File: src/rtl/mpc_cycle_responder_if.sv
// Signal bundle between the period generator / kernel side and the cycle responder.
// The responder uses the slave view; the generator/kernel side uses the master view.
interface mpc_cycle_responder_if #(
  parameter int DATA_W = 32,
  parameter int ITER_W = 8
);
  logic                     ce;
  logic                     start;
  logic                     clear_flags;
  logic                     k_req;
  logic                     k_ack;
  logic                     done;
  logic                     busy;
  logic                     overrun;
  logic                     timeout_flag;
  logic signed [DATA_W-1:0] x_meas;
  logic signed [DATA_W-1:0] k_x;
  logic signed [DATA_W-1:0] k_y;
  logic signed [DATA_W-1:0] u_out;
  logic [ITER_W-1:0]        iter_limit;
  logic [ITER_W-1:0]        iter_count;

  modport slave (
    input  ce, start, x_meas, iter_limit, clear_flags, k_ack, k_y,
    output k_req, k_x, done, u_out, busy, iter_count, overrun, timeout_flag
  );

  modport master (
    output ce, start, x_meas, iter_limit, clear_flags, k_ack, k_y,
    input  k_req, k_x, done, u_out, busy, iter_count, overrun, timeout_flag
  );
endinterface

File: src/rtl/mpc_cycle_responder.sv
// Responder for the start/done control-period handshake: runs one bounded iterative
// kernel job per accepted start and publishes the final kernel result as the actuation.
module mpc_cycle_responder #(
  parameter int DATA_W   = 32,
  parameter int ITER_W   = 8,
  parameter int MAX_ITER = 16,
  parameter int TIMEOUT  = 1024
) (
  input logic                  clk,
  input logic                  reset,
  mpc_cycle_responder_if.slave bus
);
  localparam int              WD_W    = $clog2(TIMEOUT + 1);
  localparam logic [ITER_W-1:0] MAX_L   = ITER_W'(MAX_ITER);
  localparam logic [WD_W-1:0]   WD_LAST = WD_W'(TIMEOUT - 1);

  typedef enum logic [1:0] {S_IDLE, S_REQ, S_FINISH} state_t;

  state_t                   state_q, state_d;
  logic signed [DATA_W-1:0] k_x_q, k_x_d;
  logic signed [DATA_W-1:0] u_out_q, u_out_d;
  logic [ITER_W-1:0]        iter_q, iter_d, eff_q, eff_d, iter_inc;
  logic [WD_W-1:0]          wd_q, wd_d;
  logic                     done_q, done_d, busy_q, busy_d;
  logic                     ovr_q, ovr_d, to_q, to_d;
  logic                     ovr_set, to_set;

  assign iter_inc = iter_q + 1'b1;

  always_ff @(posedge clk or posedge reset) begin
    if (reset) begin
      state_q <= S_IDLE;
      k_x_q   <= '0;
      u_out_q <= '0;
      iter_q  <= '0;
      eff_q   <= '0;
      wd_q    <= '0;
      done_q  <= 1'b0;
      busy_q  <= 1'b0;
      ovr_q   <= 1'b0;
      to_q    <= 1'b0;
    end else begin
      state_q <= state_d;
      k_x_q   <= k_x_d;
      u_out_q <= u_out_d;
      iter_q  <= iter_d;
      eff_q   <= eff_d;
      wd_q    <= wd_d;
      done_q  <= done_d;
      busy_q  <= busy_d;
      ovr_q   <= ovr_d;
      to_q    <= to_d;
    end
  end

  always_comb begin
    state_d = state_q;
    k_x_d   = k_x_q;
    u_out_d = u_out_q;
    iter_d  = iter_q;
    eff_d   = eff_q;
    wd_d    = wd_q;
    done_d  = done_q;
    busy_d  = busy_q;
    ovr_d   = ovr_q;
    to_d    = to_q;
    ovr_set = 1'b0;
    to_set  = 1'b0;
    if (bus.ce) begin
      case (state_q)
        S_IDLE: begin
          if (bus.start) begin
            state_d = S_REQ;
            k_x_d   = bus.x_meas;
            eff_d   = (bus.iter_limit == '0 || bus.iter_limit > MAX_L) ? MAX_L : bus.iter_limit;
            iter_d  = '0;
            wd_d    = '0;
          end
        end
        S_REQ: begin
          // The final ack publishes u_out on the same edge that enters FINISH,
          // so done and the new actuation become visible together.
          if (bus.k_ack) begin
            k_x_d  = bus.k_y;
            iter_d = iter_inc;
            wd_d   = '0;
            if (iter_inc == eff_q) begin
              state_d = S_FINISH;
              u_out_d = bus.k_y;
            end
          end else if (wd_q == WD_LAST) begin
            to_set  = 1'b1;
            state_d = S_FINISH;
          end else begin
            wd_d = wd_q + 1'b1;
          end
        end
        S_FINISH: state_d = S_IDLE;
        default:  state_d = S_IDLE;
      endcase

      ovr_set = bus.start && (state_q != S_IDLE);
      if (bus.clear_flags) begin
        ovr_d = 1'b0;
        to_d  = 1'b0;
      end
      if (ovr_set) ovr_d = 1'b1;
      if (to_set)  to_d  = 1'b1;

      done_d = (state_d == S_FINISH);
      busy_d = (state_d != S_IDLE);
    end
  end

  assign bus.k_req        = (state_q == S_REQ) && bus.ce;
  assign bus.k_x          = k_x_q;
  assign bus.done         = done_q;
  assign bus.u_out        = u_out_q;
  assign bus.busy         = busy_q;
  assign bus.iter_count   = iter_q;
  assign bus.overrun      = ovr_q;
  assign bus.timeout_flag = to_q;
endmodule
File: src/flat_wrapper.sv
// flat-port wrapper written by rule: the top's interface ports become plain ports
module mpc_cycle_responder_flat 
#(
  parameter int DATA_W   = 32,
  parameter int ITER_W   = 8,
  parameter int MAX_ITER = 16,
  parameter int TIMEOUT  = 1024
)
  (clk, reset, bus_ce, bus_start, bus_x_meas, bus_iter_limit, bus_clear_flags, bus_k_ack, bus_k_y, bus_k_req, bus_k_x, bus_done, bus_u_out, bus_busy, bus_iter_count, bus_overrun, bus_timeout_flag);
  mpc_cycle_responder_if #(.DATA_W(DATA_W), .ITER_W(ITER_W)) bus_i ();
  input logic clk;
  input logic reset;
  input wire logic [$bits(bus_i.ce)-1:0] bus_ce;
  input wire logic [$bits(bus_i.start)-1:0] bus_start;
  input wire logic [$bits(bus_i.x_meas)-1:0] bus_x_meas;
  input wire logic [$bits(bus_i.iter_limit)-1:0] bus_iter_limit;
  input wire logic [$bits(bus_i.clear_flags)-1:0] bus_clear_flags;
  input wire logic [$bits(bus_i.k_ack)-1:0] bus_k_ack;
  input wire logic [$bits(bus_i.k_y)-1:0] bus_k_y;
  output wire logic [$bits(bus_i.k_req)-1:0] bus_k_req;
  output wire logic [$bits(bus_i.k_x)-1:0] bus_k_x;
  output wire logic [$bits(bus_i.done)-1:0] bus_done;
  output wire logic [$bits(bus_i.u_out)-1:0] bus_u_out;
  output wire logic [$bits(bus_i.busy)-1:0] bus_busy;
  output wire logic [$bits(bus_i.iter_count)-1:0] bus_iter_count;
  output wire logic [$bits(bus_i.overrun)-1:0] bus_overrun;
  output wire logic [$bits(bus_i.timeout_flag)-1:0] bus_timeout_flag;
  assign bus_i.ce = bus_ce;
  assign bus_i.start = bus_start;
  assign bus_i.x_meas = bus_x_meas;
  assign bus_i.iter_limit = bus_iter_limit;
  assign bus_i.clear_flags = bus_clear_flags;
  assign bus_i.k_ack = bus_k_ack;
  assign bus_i.k_y = bus_k_y;
  assign bus_k_req = bus_i.k_req;
  assign bus_k_x = bus_i.k_x;
  assign bus_done = bus_i.done;
  assign bus_u_out = bus_i.u_out;
  assign bus_busy = bus_i.busy;
  assign bus_iter_count = bus_i.iter_count;
  assign bus_overrun = bus_i.overrun;
  assign bus_timeout_flag = bus_i.timeout_flag;
  mpc_cycle_responder #(.DATA_W(DATA_W), .ITER_W(ITER_W), .MAX_ITER(MAX_ITER), .TIMEOUT(TIMEOUT)) u_core (.clk(clk), .reset(reset), .bus(bus_i));
endmodule
File: config.mk
export PLATFORM = sky130hd
export DESIGN_NAME = mpc_cycle_responder_flat
export DESIGN_NICKNAME = d
export VERILOG_FILES = /design/src/rtl/mpc_cycle_responder_if.sv /design/src/rtl/mpc_cycle_responder.sv /design/src/flat_wrapper.sv
export SDC_FILE = /design/constraint.sdc
export NUM_CORES = 1
export LEC_CHECK = 0
export ABC_AREA = 1
export CAP_MARGIN = 25
export CORE_MARGIN = 2
export CORE_UTILIZATION = 49
export DETAILED_ROUTE_END_ITERATION = 10
export GPL_ROUTABILITY_DRIVEN = 0
export PLACE_DENSITY = 0.85
export SLEW_MARGIN = 25
export SYNTH_ARGS = -nofsm -noshare
export SYNTH_HDL_FRONTEND = slang
export SYNTH_SLANG_ARGS = --single-unit
File: constraint.sdc
create_clock -name clk -period 4.6 [get_ports clk]
set_input_delay 0.69 -clock clk [delete_from_list [all_inputs] [get_ports clk]]
set_output_delay 0.69 -clock clk [all_outputs]
set_load 0.02 [all_outputs]
Yosys cells after proc, flatten, opt, wreduce, memory -nomap -nowiden. Cells that the tools add are included.

Input port bits: 78. Flip-flop bits (word level): 97. Word-level logic and storage cells: 60.

Add/sub/neg operators: 2. Mux-type cells: 24. $lt $le $gt $ge: 1. Reductions and logical operators: 16. Eq/ne operators: 7.

Operators by type and width (number): 32-bit two-way mux (2); 32-bit case mux with 2 select lines (1); 11-bit two-way mux (3); 8-bit two-way mux (3); 11-bit case mux with 2 select lines (1); 8-bit case mux with 2 select lines (1); 4-bit AND reduction (3); 11-bit by 1-bit adder with 11-bit output (second input constant) (1); 11-bit by 10-bit equality test with 1-bit output (second input constant) (1); 2-bit two-way mux (5); 2-bit nonzero test (5); 8-bit by 1-bit adder with 8-bit output (second input constant) (1); 8-bit equality test (1); 8-bit by 5-bit > comparator with 1-bit output (second input constant) (1); 8-bit zero test (1); 1-bit two-way mux (7); 2-bit inequality test (second input constant) (2); 2-bit case mux with 2 select lines (1); 2-bit AND reduction (2); 3-bit inequality test (second input constant) (1); 3-bit AND reduction (1); 2-bit by 1-bit equality test with 1-bit output (second input constant) (1); 2-bit equality test (second input constant) (1); 1-bit logical AND (2); 2 further kinds (2).

Depth between registers and ports, before layout. Gate-level depths: netlist of run 1.

Word-level depth: 7. Gate-level depth with buffers: 14. Gate-level depth less buffers: 14.

Least setup slack after synthesis of run 1. OpenSTA, ideal clock, no wires.

Path kind: input port to flip-flop. Start: in bus_ce. End: reg u_core.k_x_q[0], in the netlist u_core.bus.k_x[0]. Buffers on the path: 2. Setup time: 127 ps. Arrival time: 1802 ps. Stages on the path: 9. Setup slack: 2671 ps. Cells stage by stage: inv_1 -> nor2_2 -> inv_2 -> o21ai_2 -> inv_2 -> nor2_4 -> buf_4 -> buf_4 -> a31oi_1.

Cells in the longest elaborated chain, start to end: 1.

RTL lines: start: declaration (RTL line flat_wrapper.sv:13) `input wire logic [$bits(bus_i.ce)-1:0] bus_ce;`; 4-bit AND reduction (no line); end signal: assignment (RTL line mpc_cycle_responder.sv:44) `k_x_q <= k_x_d;`; end: declaration (RTL line mpc_cycle_responder.sv:20) `logic signed [DATA_W-1:0] k_x_q, k_x_d;`.

Every way passes these cells. A chain may end at the register's enable or synchronous reset.

Worst setup path after layout of run 1.
Start: reg u_core.state_q[0]. End: reg u_core.k_x_q[5], in the netlist u_core.bus.k_x[5].

Cells in the longest elaborated chain, start to end: 3. Elaborated cells between the ends (all ways): 7. Classes of those cells: 3 x eq/ne; 1 x mux; 3 x reduce/logical.

RTL lines: start: declaration (RTL line mpc_cycle_responder.sv:19) `state_t state_q, state_d;`; start signal: assignment (RTL line mpc_cycle_responder.sv:43) `state_q <= state_d;`; 2-bit by 1-bit equality test with 1-bit output or 2-bit zero test (tied branches) (RTL line mpc_cycle_responder.sv:70) `case (state_q)`; 2-bit inequality test (no line) or 2-bit nonzero test (tied branches); 4-bit AND reduction (no line).

Parallel ways exist; a longest one is shown, timed or not.

==> impl_metrics.sql, run 1 <==
INSERT INTO impl_metrics (metric_group, metric, value, unit) VALUES
('status', 'run_status', 'completed', ''),
('placed_design', 'portBuffers', '154', ''),
('global_route', 'grt.overflow.total', '0', ''),
('global_route', 'gr-usage-met2', '46.4', '%'),
('critical_path', 'critical_path.cell_chain', 'inv_2 > nor2_2 > inv_2 > nor2_2 > inv_2 > o21ai_2 > inv_2 > nor2_4 > buf_4 > buf_4 > nor2_1 > a31oi_1', ''),
('timing', 'rsz0062_at_grt', 'no', ''),
('min_path', 'min_path_cells', '2', ''),
('critical_path', 'setup.worst_path.end_class', 'flip-flop', ''),
('die', 'fp.coreArea', '9150', 'sq um'),
('yosys', 'cell_area_after_synthesis', '4570', 'sq um'),
('yosys', 'synth-warning-count', '0', ''),
('yosys', 'post_synth.cell_area_avg', '8.03', 'sq um'),
('critical_path', 'cp_common_cell', 'sky130_fd_sc_hd__inv_2', ''),
('layout', 'synthToLayoutAreaGrowth', '39.1', '%'),
('clock_tree', 'clock_tree.buffer_depth', '2', ''),
('critical_path', 'crit_path_max_incr_delay', '550', 'ps'),
('detailed_routing', 'drt-pass1-iter-count', '4', ''),
('clock_tree', 'cts_resized', '0', ''),
('clock_tree', 'worst_setup_hold_path_clk_slew', '100', 'ps'),
('critical_path', 'r2r_setup_slack', '1620', 'ps'),
('detailed_routing', 'avgRoutedWirePerCell', '15.9', 'microns'),
('critical_path', 'ff2ff_path_depth', '12', ''),
('detailed_routing', 'drc_viols', '0', ''),
('clock_tree', 'maximum_level_of_the_cts_h_tree', '3', ''),
('yosys', 'synth_instances', '570', ''),
('job', 'cap_violations', '0', ''),
('timing', 'clock.fmax', '336', 'MHz'),
('die', 'die-area', '10100', 'sq um'),
('yosys', 'synth.most_common_cell', 'sky130_fd_sc_hd__nand2_1', ''),
('timing', 'layout_worst_path_cycle_share', '64.8', '%'),
('placed_design', 'dpl-instance-area', '6160', 'sq um'),
('critical_path', 'maximum_fanout_along_the_worst_path', '41', ''),
('critical_path', 'r2r-end', 'u_core.bus.k_x[5]$_DFFE_PP0P_', ''),
('yosys', 'synth.yosys.seq_area_share', '53.1', '%'),
('global_route', 'grt_first_pass_wirelength', '21200', 'microns'),
('placed_design', 'dpl.cell_count', '815', ''),
('die', 'die_width', '101', 'microns'),
('layout', 'final_layout_size_suffix_gt1_share', '5.28', '%'),
('timing', 'skew', '14.9', 'ps'),
('clock_tree', 'cts.root.buffer_cell', 'sky130_fd_sc_hd__clkbuf_8', ''),
('timing', 'hold_viol', '0', ''),
('die', 'core.rowCount', '35', ''),
('detailed_routing', 'drt-initial-drc-count', '250', ''),
('die', 'floorplan.die.height', '101', 'microns'),
('layout', 'layout.nets', '795', ''),
('critical_path', 'critical_path_at', '3190', 'ps'),
('global_route', 'grt_pass1_vias', '4510', ''),
('yosys', 'commonest_register_cell_after_synthesis', 'sky130_fd_sc_hd__dfrtp_1', ''),
('layout', 'finish.cell_count_without_fillers', '831', ''),
('placed_design', 'detailed_place_hpwl', '9410', 'microns'),
('yosys', 'synth_edf_count', '0', ''),
('min_path', 'worstHoldPathType', 'reg2reg', ''),
('critical_path', 'cp_top_family', 'buffers and inverters', ''),
('critical_path', 'cp_bufs_invs', '6', ''),
('critical_path', 'cp.required', '4810', 'ps'),
('critical_path', 'reg_to_reg_critical_path_startpoint', 'u_core.state_q[0]$_DFFE_PP0P_', ''),
('power', 'p_total', '3.75', 'mW'),
('yosys', 'yosys.area.top_type', 'sky130_fd_sc_hd__dfrtp_1', ''),
('die', 'floorplan.io_pins', '155', ''),
('yosys', 'post_synth_most_frequent_cells', 'sky130_fd_sc_hd__nand2_1 (136), sky130_fd_sc_hd__nor2_1 (123), sky130_fd_sc_hd__dfrtp_1 (97), sky130_fd_sc_hd__nor3_1 (40), sky130_fd_sc_hd__inv_1 (34)', ''),
('global_route', 'globalRouteTotalUtil', '26.6', '%'),
('detailed_routing', 'viasPerCell', '5.38', ''),
('critical_path', 'type_of_origin_of_the_critical_path', 'flip-flop', ''),
('clock_tree', 'cts_setup_buffers', '0', ''),
('global_route', 'pin_count_of_the_biggest_net_entering_global_routing', '65', ''),
('clock_tree', 'tritoncts_clock_tree', 'done', ''),
('die', 'floorplan.initialDensity', '50.0', '%'),
('global_route', 'antenna_found_initial', '0', ''),
('yosys', 'synth_top_cell_area_share', '53.1', '%'),
('yosys', 'synth.top_cells.by_area', 'sky130_fd_sc_hd__dfrtp_1 (53%), sky130_fd_sc_hd__nand2_1 (11%), sky130_fd_sc_hd__nor2_1 (10%)', ''),
('min_path', 'worst_hold_startpoint', 'u_core.bus.u_out[26]$_DFFE_PP0P_', '');
[flip-flops by register name, summed over array words and instances (netlist names)]
register and flops:
u_core.bus.iter_count 8, u_core.bus.u_out 32, u_core.bus.k_x 32, u_core.wd_q 11, u_core.bus.done 1, u_core.state_q 2
u_core.bus.busy 1, u_core.bus.overrun 1, u_core.eff_q 8, u_core.bus.timeout_flag 1
[cell families (layout without fill, tap and decap cells)]
group | count (synthesis) | count (layout) | synth area share (%)
XOR/XNOR | 6 | 6 | 1.15
buffers and inverters | 64 | 214 | 6.29
AND/OR/NAND/NOR | 341 | 341 | 31.2
flip-flops | 97 | 97 | 53.1
AO/OA/AOI/OAI | 60 | 60 | 7.80
adder cells (fa/ha/maj) | 2 | 2 | 0.547
[cell usage in the layout, fill, tap and decap left out, types with 10 or more instances in the layout]
master,n
sky130_fd_sc_hd__inv_1,33
sky130_fd_sc_hd__nand2_1,136
sky130_fd_sc_hd__o21ai_0,15
sky130_fd_sc_hd__a31oi_1,32
sky130_fd_sc_hd__clkbuf_8,10
sky130_fd_sc_hd__nand3_1,26
sky130_fd_sc_hd__dfrtp_1,97
sky130_fd_sc_hd__nor2_1,123
sky130_fd_sc_hd__nor3_1,40
sky130_fd_sc_hd__clkdlybuf4s50_1,154
[per-layer routing]
layer  part of all wire (%)  vias to the layer above
li1                       -                     2130
met3                    7.2                       23
met4                    1.9                        0
met5                      0                        -
met2                     52                      169
met1                     39                     2148
[report_power, final]
group | switching [mW] | internal [mW] | total [mW]
clock | 0.306 | 0.267 | 0.574
combinational | 1.02 | 0.784 | 1.80
sequential | 0.210 | 1.16 | 1.37
[cell type report]
type | instances | area, sq um
clock inverter | 6 | 67.6
inverter | 38 | 148
tap | 111 | 139
sequential | 97 | 2430
timing repair buffer | 160 | 1590
multi-input combinational | 409 | 1860
clock buffer | 10 | 138
fill | 699 | 2790
[worst reg2reg max path, stage by stage (launching register included)]
cell and delay (ps):
sky130_fd_sc_hd__dfrtp_1 440, sky130_fd_sc_hd__inv_2 70, sky130_fd_sc_hd__nor2_2 40, sky130_fd_sc_hd__inv_2 480
sky130_fd_sc_hd__nor2_2 90, sky130_fd_sc_hd__inv_2 550, sky130_fd_sc_hd__o21ai_2 180, sky130_fd_sc_hd__inv_2 130
sky130_fd_sc_hd__nor2_4 30, sky130_fd_sc_hd__buf_4 270, sky130_fd_sc_hd__buf_4 300, sky130_fd_sc_hd__nor2_1 180
sky130_fd_sc_hd__a31oi_1 70
[per-stage QoR]
step                      worst slack, ps  utilization, %  hold slack [ps]
final                                1620            69.5              503
after global routing                 1400            69.5              525
after CTS                            1660            69.5              507
after detailed placement             1320            67.3              478
after global placement               1510            67.3              471
after floorplan                      1380               -              472
[worst max-delay path by stage]
stage                                   from                              to  cells past startpoint
2_1_floorplan                          reset     u_core.bus.busy$_DFFE_PP0P_                      1
3_3_place_gp                          bus_ce  u_core.bus.k_x[17]$_DFFE_PP0P_                     11
3_5_place_dp                          bus_ce   u_core.bus.k_x[5]$_DFFE_PP0P_                     11
4_1_cts        u_core.state_q[0]$_DFFE_PP0P_   u_core.bus.k_x[5]$_DFFE_PP0P_                     12
5_1_grt        u_core.state_q[1]$_DFFE_PP0P_   u_core.bus.k_x[7]$_DFFE_PP0P_                     11
6_report       u_core.state_q[0]$_DFFE_PP0P_   u_core.bus.k_x[5]$_DFFE_PP0P_                     12
(Power assumes the default switching activity.)
==> run 2, diff against run 1 <==
--- a/config.mk
+++ b/config.mk
@@ -8,10 +8,10 @@
 export ABC_AREA = 1
 export CAP_MARGIN = 25
 export CORE_MARGIN = 2
-export CORE_UTILIZATION = 49
+export CORE_UTILIZATION = 46
 export DETAILED_ROUTE_END_ITERATION = 10
 export GPL_ROUTABILITY_DRIVEN = 0
-export PLACE_DENSITY = 0.85
+export PLACE_DENSITY = 0.81
 export SLEW_MARGIN = 25
 export SYNTH_ARGS = -nofsm -noshare
 export SYNTH_HDL_FRONTEND = slang
==> constraint.sdc (replaced) <==
create_clock -name clk -period 2.85 [get_ports clk]
set_input_delay 0.4275 -clock clk [delete_from_list [all_inputs] [get_ports clk]]
set_output_delay 0.4275 -clock clk [all_outputs]
set_load 0.02 [all_outputs]
==> impl_metrics.sql, run 2 (same netlist as run 1, synthesis figures left out) <==
INSERT INTO impl_metrics (metric_group, metric, value, unit) VALUES
('clock_tree', 'cts_setup_buffers', '0', ''),
('die', 'floorplan.initialDensity', '47.0', '%'),
('placed_design', 'portBuffers', '154', ''),
('timing', 'clock.fmax', '416', 'MHz'),
('global_route', 'grt_pass1_vias', '4479', ''),
('timing', 'worst_hold_slack', '488', 'ps'),
('placed_design', 'pre_cts_slack', '423', 'ps'),
('critical_path', 'cp_bufs_invs', '2', ''),
('critical_path', 'cp.required', '2420', 'ps'),
('die', 'floorplan.die.height', '104', 'microns'),
('clock_tree', 'cts_inserted_buffers', '9', ''),
('critical_path', 'maximum_fanout_along_the_worst_path', '18', ''),
('clock_tree', 'cts_num_sinks', '97', ''),
('timing', 'period_needed', '2400', 'ps'),
('status', 'run_status', 'completed', ''),
('critical_path', 'type_of_origin_of_the_critical_path', 'flip-flop', ''),
('layout', 'antennaDiodeCount', '0', ''),
('global_route', 'grt.overflow.total', '0', ''),
('clock_tree', 'clock_tree.buffer_depth', '2', ''),
('critical_path', 'critical_path_at', '1980', 'ps'),
('critical_path', 'crit_path_max_incr_delay', '670', 'ps'),
('power', 'power.leakage', '2.81', 'nW'),
('timing', 'max-slew-margin-rel', '64.8', '%'),
('critical_path', 'critical_path.cell_chain', 'nor2_4 > inv_2 > nor2_2 > clkdlybuf4s50_1', ''),
('clock_tree', 'cts_resized', '0', ''),
('layout', 'final_cell_mix', 'sky130_fd_sc_hd__clkdlybuf4s50_1 (154), sky130_fd_sc_hd__nand2_1 (136), sky130_fd_sc_hd__nor2_1 (123), sky130_fd_sc_hd__dfrtp_1 (97), sky130_fd_sc_hd__nor3_1 (40)', ''),
('die', 'die-area', '10800', 'sq um'),
('critical_path', 'setup.worst_path.end_class', 'output pin', ''),
('clock_tree', 'postCtsHoldBufs', '0', ''),
('min_path', 'worstHoldPathType', 'reg2reg', ''),
('global_route', 'grt_first_pass_wirelength', '21500', 'microns'),
('die', 'fp.coreArea', '9730', 'sq um'),
('layout', 'synthToLayoutAreaGrowth', '41.2', '%'),
('detailed_routing', 'drt-pass1-iter-count', '5', ''),
('clock_tree', 'maximum_level_of_the_cts_h_tree', '3', ''),
('timing', 'rsz0062_at_grt', 'no', ''),
('global_route', 'pin_count_of_the_biggest_net_entering_global_routing', '98', ''),
('detailed_routing', 'postRouteAntennaNets', '0', ''),
('clock_tree', 'cts.root.buffer_cell', 'sky130_fd_sc_hd__clkbuf_8', ''),
('layout', 'final_layout_size_suffix_gt1_share', '5.26', '%'),
('detailed_routing', 'avgRoutedWirePerCell', '15.2', 'microns'),
('detailed_routing', 'dr_total_vias', '4458', ''),
('timing', 'final_critical_path_setup_slack', '447', 'ps'),
('clock_tree', 'worst_setup_hold_path_clk_slew', '90', 'ps'),
('power', 'power_per_cell_area', '950', 'nW/um^2'),
('global_route', 'globalRouteTotalUtil', '24.8', '%'),
('job', 'cap_violations', '0', ''),
('timing', 'layout_worst_path_cycle_share', '84.3', '%'),
('die', 'floorplan.io_pins', '155', ''),
('power', 'power.ir.vdd_worst', '487', 'uV'),
('die', 'die_width', '104', 'microns'),
('critical_path', 'cpMaxStageDelayCell', 'sky130_fd_sc_hd__clkdlybuf4s50_1', ''),
('critical_path', 'worstSetupPathType', 'reg2out', ''),
('clock_tree', 'tritoncts_clock_tree', 'done', ''),
('timing', 'setup_viol_count_final', '0', ''),
('detailed_routing', 'viasPerCell', '5.21', ''),
('critical_path', 'cp_top_family', 'buffers and inverters', ''),
('timing', 'timing.final.max_slew_violations', '0', ''),
('placed_design', 'detailed_place_hpwl', '9060', 'microns'),
('timing', 'worst-slew-pin-transition', '527', 'ps'),
('detailed_routing', 'drt-initial-drc-count', '193', ''),
('clock_tree', 'worst_skew_pair.late_latency', '360', 'ps'),
('detailed_routing', 'routed_wirelength', '13000', 'microns'),
('timing', 'skew', '8.25', 'ps'),
('layout', 'layout.nets', '798', ''),
('global_route', 'antenna_found_initial', '0', ''),
('timing', 'fin_tns_setup', '0', 'ps'),
('power', 'p_total', '6.14', 'mW'),
('die', 'core.rowCount', '36', ''),
('detailed_routing', 'drc_viols', '0', ''),
('layout', 'fillers', '819', ''),
('timing', 'hold_viol', '0', ''),
('layout', 'final_common_cell', 'sky130_fd_sc_hd__clkdlybuf4s50_1', '');
run 2: area by class of cell:
| cell class | count | area, sq um | share of cell area, % |
|---|---|---|---|
| clock buffer | 14 | 163 | 2.52 |
| clock inverter | 2 | 60.1 | 0.930 |
| inverter | 38 | 146 | 2.27 |
| multi-input combinational | 409 | 1860 | 28.9 |
| sequential | 97 | 2430 | 37.6 |
| tap | 133 | 166 | 2.58 |
| timing repair buffer | 163 | 1630 | 25.3 |
run 2: per-stage QoR:
stage                     instance area [sq um]  std cells  util [%]
after detailed placement                   6240        840      64.1
after floorplan                            4580        570         -
final                                      6460        856      66.4
after CTS                                  6460        856      66.4
after global routing                       6460        856      66.4
after global placement                     6240        840      64.1
run 2: path summary, 6_finish.rpt:
| kind | cells past startpoint | from | slack (ps) | endpoint |
|---|---|---|---|---|
| setup / recovery | 4 | u_core.state_q[1]$_DFFE_PP0P_ | 450 | bus_k_req |
| hold / removal | 2 | u_core.bus.overrun$_DFFE_PP0P_ | 490 | u_core.bus.overrun$_DFFE_PP0P_ |
| setup reg to reg | 10 | u_core.wd_q[0]$_DFFE_PP0P_ | 520 | u_core.wd_q[4]$_DFFE_PP0P_ |
| min in group asynchronous | 3 | reset | 540 | u_core.bus.u_out[2]$_DFFE_PP0P_ |
| max in group asynchronous | 3 | reset | 1900 | u_core.wd_q[1]$_DFFE_PP0P_ |
| hold reg to reg | 2 | u_core.bus.overrun$_DFFE_PP0P_ | 490 | u_core.bus.overrun$_DFFE_PP0P_ |
run 2: routing by layer:
metal,GRT usage (%),vias to the layer above,wire [microns],part of all wire (%)
li1,-,2140,-,-
met1,29.7,2121,5180,40
met2,43.3,171,6640,51
met3,4.85,26,861,6.6
met4,10.9,0,338,2.6
met5,0,-,0,0
run 2: worst reg2reg max path: stages (launching register included):
cell                      delay, ps
sky130_fd_sc_hd__dfrtp_1        430
sky130_fd_sc_hd__ha_1           230
sky130_fd_sc_hd__nand2_1        110
sky130_fd_sc_hd__nor2_1         230
sky130_fd_sc_hd__nand2_1        130
sky130_fd_sc_hd__nor3b_1        300
sky130_fd_sc_hd__nand2_1        110
sky130_fd_sc_hd__nand2_2        180
sky130_fd_sc_hd__inv_1          220
sky130_fd_sc_hd__a21oi_1        210
sky130_fd_sc_hd__o21a_1         140
run 2: where the power goes:
part | switching (mW) | leakage (nW) | internal, mW
Clock | 0.460 | 0.111 | 0.545
Sequential | 0.334 | 1.22 | 1.88
Combinational | 1.64 | 1.49 | 1.29
Total | 2.43 | 2.81 | 3.71
==> run 3, diff against run 2 <==
--- a/config.mk
+++ b/config.mk
@@ -8,10 +8,10 @@
 export ABC_AREA = 1
 export CAP_MARGIN = 25
 export CORE_MARGIN = 2
-export CORE_UTILIZATION = 46
+export CORE_UTILIZATION = 41
 export DETAILED_ROUTE_END_ITERATION = 10
 export GPL_ROUTABILITY_DRIVEN = 0
-export PLACE_DENSITY = 0.81
+export PLACE_DENSITY = 0.76
 export SLEW_MARGIN = 25
 export SYNTH_ARGS = -nofsm -noshare
 export SYNTH_HDL_FRONTEND = slang
==> constraint.sdc (replaced) <==
create_clock -name clk -period 1.95 [get_ports clk]
set_input_delay 0.2925 -clock clk [delete_from_list [all_inputs] [get_ports clk]]
set_output_delay 0.2925 -clock clk [all_outputs]
set_load 0.02 [all_outputs]
==> impl_metrics.sql, run 3 (same netlist as run 1, synthesis figures left out) <==
INSERT INTO impl_metrics (metric_group, metric, value, unit) VALUES
('global_route', 'pin_count_of_the_biggest_net_entering_global_routing', '98', ''),
('detailed_routing', 'dr_total_vias', '4603', ''),
('detailed_routing', 'routed_wirelength', '14100', 'microns'),
('power', 'power_per_cell_area', '1340', 'nW/um^2'),
('die', 'core.rowCount', '38', ''),
('clock_tree', 'cts_num_sinks', '97', ''),
('detailed_routing', 'avgRoutedWirePerCell', '15.8', 'microns'),
('timing', 'max-slew-margin-rel', '64.6', '%'),
('die', 'die-area', '12000', 'sq um'),
('min_path', 'worstHoldPathType', 'in2async', ''),
('critical_path', 'cp.required', '2250', 'ps'),
('detailed_routing', 'drt-pass1-iter-count', '5', ''),
('clock_tree', 'tritoncts_clock_tree', 'done', ''),
('timing', 'skew', '17.1', 'ps'),
('critical_path', 'setup.worst_path.end_class', 'flip-flop', ''),
('detailed_routing', 'postRouteAntennaNets', '0', ''),
('timing', 'rsz0062_at_grt', 'yes', ''),
('critical_path', 'type_of_origin_of_the_critical_path', 'flip-flop', ''),
('power', 'power.ir.vdd_worst', '713', 'uV'),
('layout', 'final_layout_size_suffix_gt1_share', '15.5', '%'),
('power', 'power.leakage', '3.03', 'nW'),
('timing', 'worst_hold_slack', '394', 'ps'),
('layout', 'synthToLayoutAreaGrowth', '53.7', '%'),
('die', 'fp.coreArea', '10800', 'sq um'),
('critical_path', 'critical_path_at', '2320', 'ps'),
('placed_design', 'portBuffers', '154', ''),
('layout', 'final_cell_mix', 'sky130_fd_sc_hd__clkdlybuf4s50_1 (153), sky130_fd_sc_hd__nand2_1 (128), sky130_fd_sc_hd__nor2_1 (105), sky130_fd_sc_hd__dfrtp_1 (95), sky130_fd_sc_hd__nor3_1 (37)', ''),
('clock_tree', 'worst_skew_pair.late_latency', '370', 'ps'),
('timing', 'setup_viol_count_final', '33', ''),
('die', 'die_width', '110', 'microns'),
('timing', 'period_needed', '2020', 'ps'),
('timing', 'layout_worst_path_cycle_share', '104', '%'),
('clock_tree', 'cts_inserted_buffers', '9', ''),
('detailed_routing', 'viasPerCell', '5.15', ''),
('layout', 'antennaDiodeCount', '0', ''),
('status', 'run_status', 'complete, but fails checks', ''),
('clock_tree', 'cts.root.buffer_cell', 'sky130_fd_sc_hd__clkbuf_8', ''),
('timing', 'final_critical_path_setup_slack', '-69.5', 'ps'),
('timing', 'worst-slew-pin-transition', '531', 'ps'),
('die', 'floorplan.io_pins', '155', ''),
('critical_path', 'maximum_fanout_along_the_worst_path', '9', ''),
('global_route', 'grt_first_pass_wirelength', '21300', 'microns'),
('timing', 'hold_viol', '0', ''),
('placed_design', 'detailed_place_hpwl', '9350', 'microns'),
('global_route', 'grt_pass1_vias', '4539', ''),
('status', 'violations', 'negative setup slack', ''),
('global_route', 'globalRouteTotalUtil', '22.8', '%'),
('global_route', 'antenna_found_initial', '0', ''),
('detailed_routing', 'drc_viols', '0', ''),
('detailed_routing', 'drt-initial-drc-count', '264', ''),
('layout', 'layout.nets', '828', ''),
('clock_tree', 'worst_setup_hold_path_clk_slew', '100', 'ps'),
('timing', 'timing.final.max_slew_violations', '0', ''),
('die', 'floorplan.initialDensity', '42.2', '%'),
('clock_tree', 'postCtsHoldBufs', '0', ''),
('timing', 'fin_tns_setup', '-895', 'ps'),
('timing', 'clock.fmax', '495', 'MHz'),
('clock_tree', 'clock_tree.buffer_depth', '2', ''),
('die', 'floorplan.die.height', '110', 'microns'),
('global_route', 'grt.overflow.total', '0', ''),
('clock_tree', 'maximum_level_of_the_cts_h_tree', '3', ''),
('job', 'cap_violations', '0', ''),
('layout', 'final_common_cell', 'sky130_fd_sc_hd__clkdlybuf4s50_1', ''),
('critical_path', 'worstSetupPathType', 'reg2reg', '');
run 3: power breakdown:
part	internal (mW)	switching (mW)	total [mW]	leakage, nW
combinational	2.17	2.56	4.73	1.71
sequential	2.75	0.533	3.28	1.21
clock	0.705	0.714	1.42	0.106
run 3: area by class of cell:
cell class                 count  area, sq um
clock inverter                 3         46.3
fill                         890         3810
timing repair buffer         193         1970
sequential                    97         2430
tap                          140          175
inverter                      38          146
clock buffer                  13          169
multi-input combinational    409         2100
run 3: timing repair:
action,4_1_cts,5_1_grt
pin swaps,2,20
gates resized for setup,6,58
buffers inserted,0,6
cloned,0,3
endpoints found under the setup margin,29,46
run 3: stage by stage:
stage	std cells	total power [mW]	cell area, sq um	setup slack (ps)	util [%]
2_1_floorplan	570	5.46	4580	28.6	-
3_3_place_gp	868	7.60	6440	-116	59.4
3_5_place_dp	868	7.71	6440	-118	59.4
4_1_cts	884	9.17	6680	-21.9	61.6
6_report	893	9.43	7030	-69.5	64.9
5_1_grt	893	9.97	7030	-171	64.9
run 3: worst max-delay path: stages (launching register included):
cell and delay (ps):
sky130_fd_sc_hd__dfrtp_1 400, sky130_fd_sc_hd__buf_6 150, sky130_fd_sc_hd__nand2_4 50, sky130_fd_sc_hd__nor2_4 240, sky130_fd_sc_hd__nand2_2 110, sky130_fd_sc_hd__nand3_2 100, sky130_fd_sc_hd__nand3_4 80, sky130_fd_sc_hd__nor2_4 130
sky130_fd_sc_hd__nand3_4 120, sky130_fd_sc_hd__nor2_4 140, sky130_fd_sc_hd__buf_12 130, sky130_fd_sc_hd__clkbuf_16 150, sky130_fd_sc_hd__nor2_1 40, sky130_fd_sc_hd__nor2_1 100
run 3: metal layers:
layer	GRT usage, %	share of wire, %	vias up
met5	0	0	-
met2	38.6	50	167
li1	-	-	2200
met4	7.23	1.5	0
met3	5.81	7.5	19
met1	28.5	41	2217
run 3: worst paths after layout:
check | from | end | slack, ps | cells after the start
worst max-delay path | u_core.bus.iter_count[0]$_DFFE_PP0P_ | u_core.bus.u_out[19]$_DFFE_PP0P_ | -70 | 13
worst min-delay path | reset | u_core.bus.u_out[1]$_DFFE_PP0P_ | 390 | 3
worst max register to register | u_core.bus.iter_count[0]$_DFFE_PP0P_ | u_core.bus.u_out[19]$_DFFE_PP0P_ | -70 | 13
worst min register to register | u_core.bus.overrun$_DFFE_PP0P_ | u_core.bus.overrun$_DFFE_PP0P_ | 490 | 2
max in group asynchronous | reset | u_core.bus.iter_count[3]$_DFFE_PP0P_ | 1130 | 3
min in group clk | bus_x_meas[9] | u_core.bus.k_x[9]$_DFFE_PP0P_ | 480 | 3
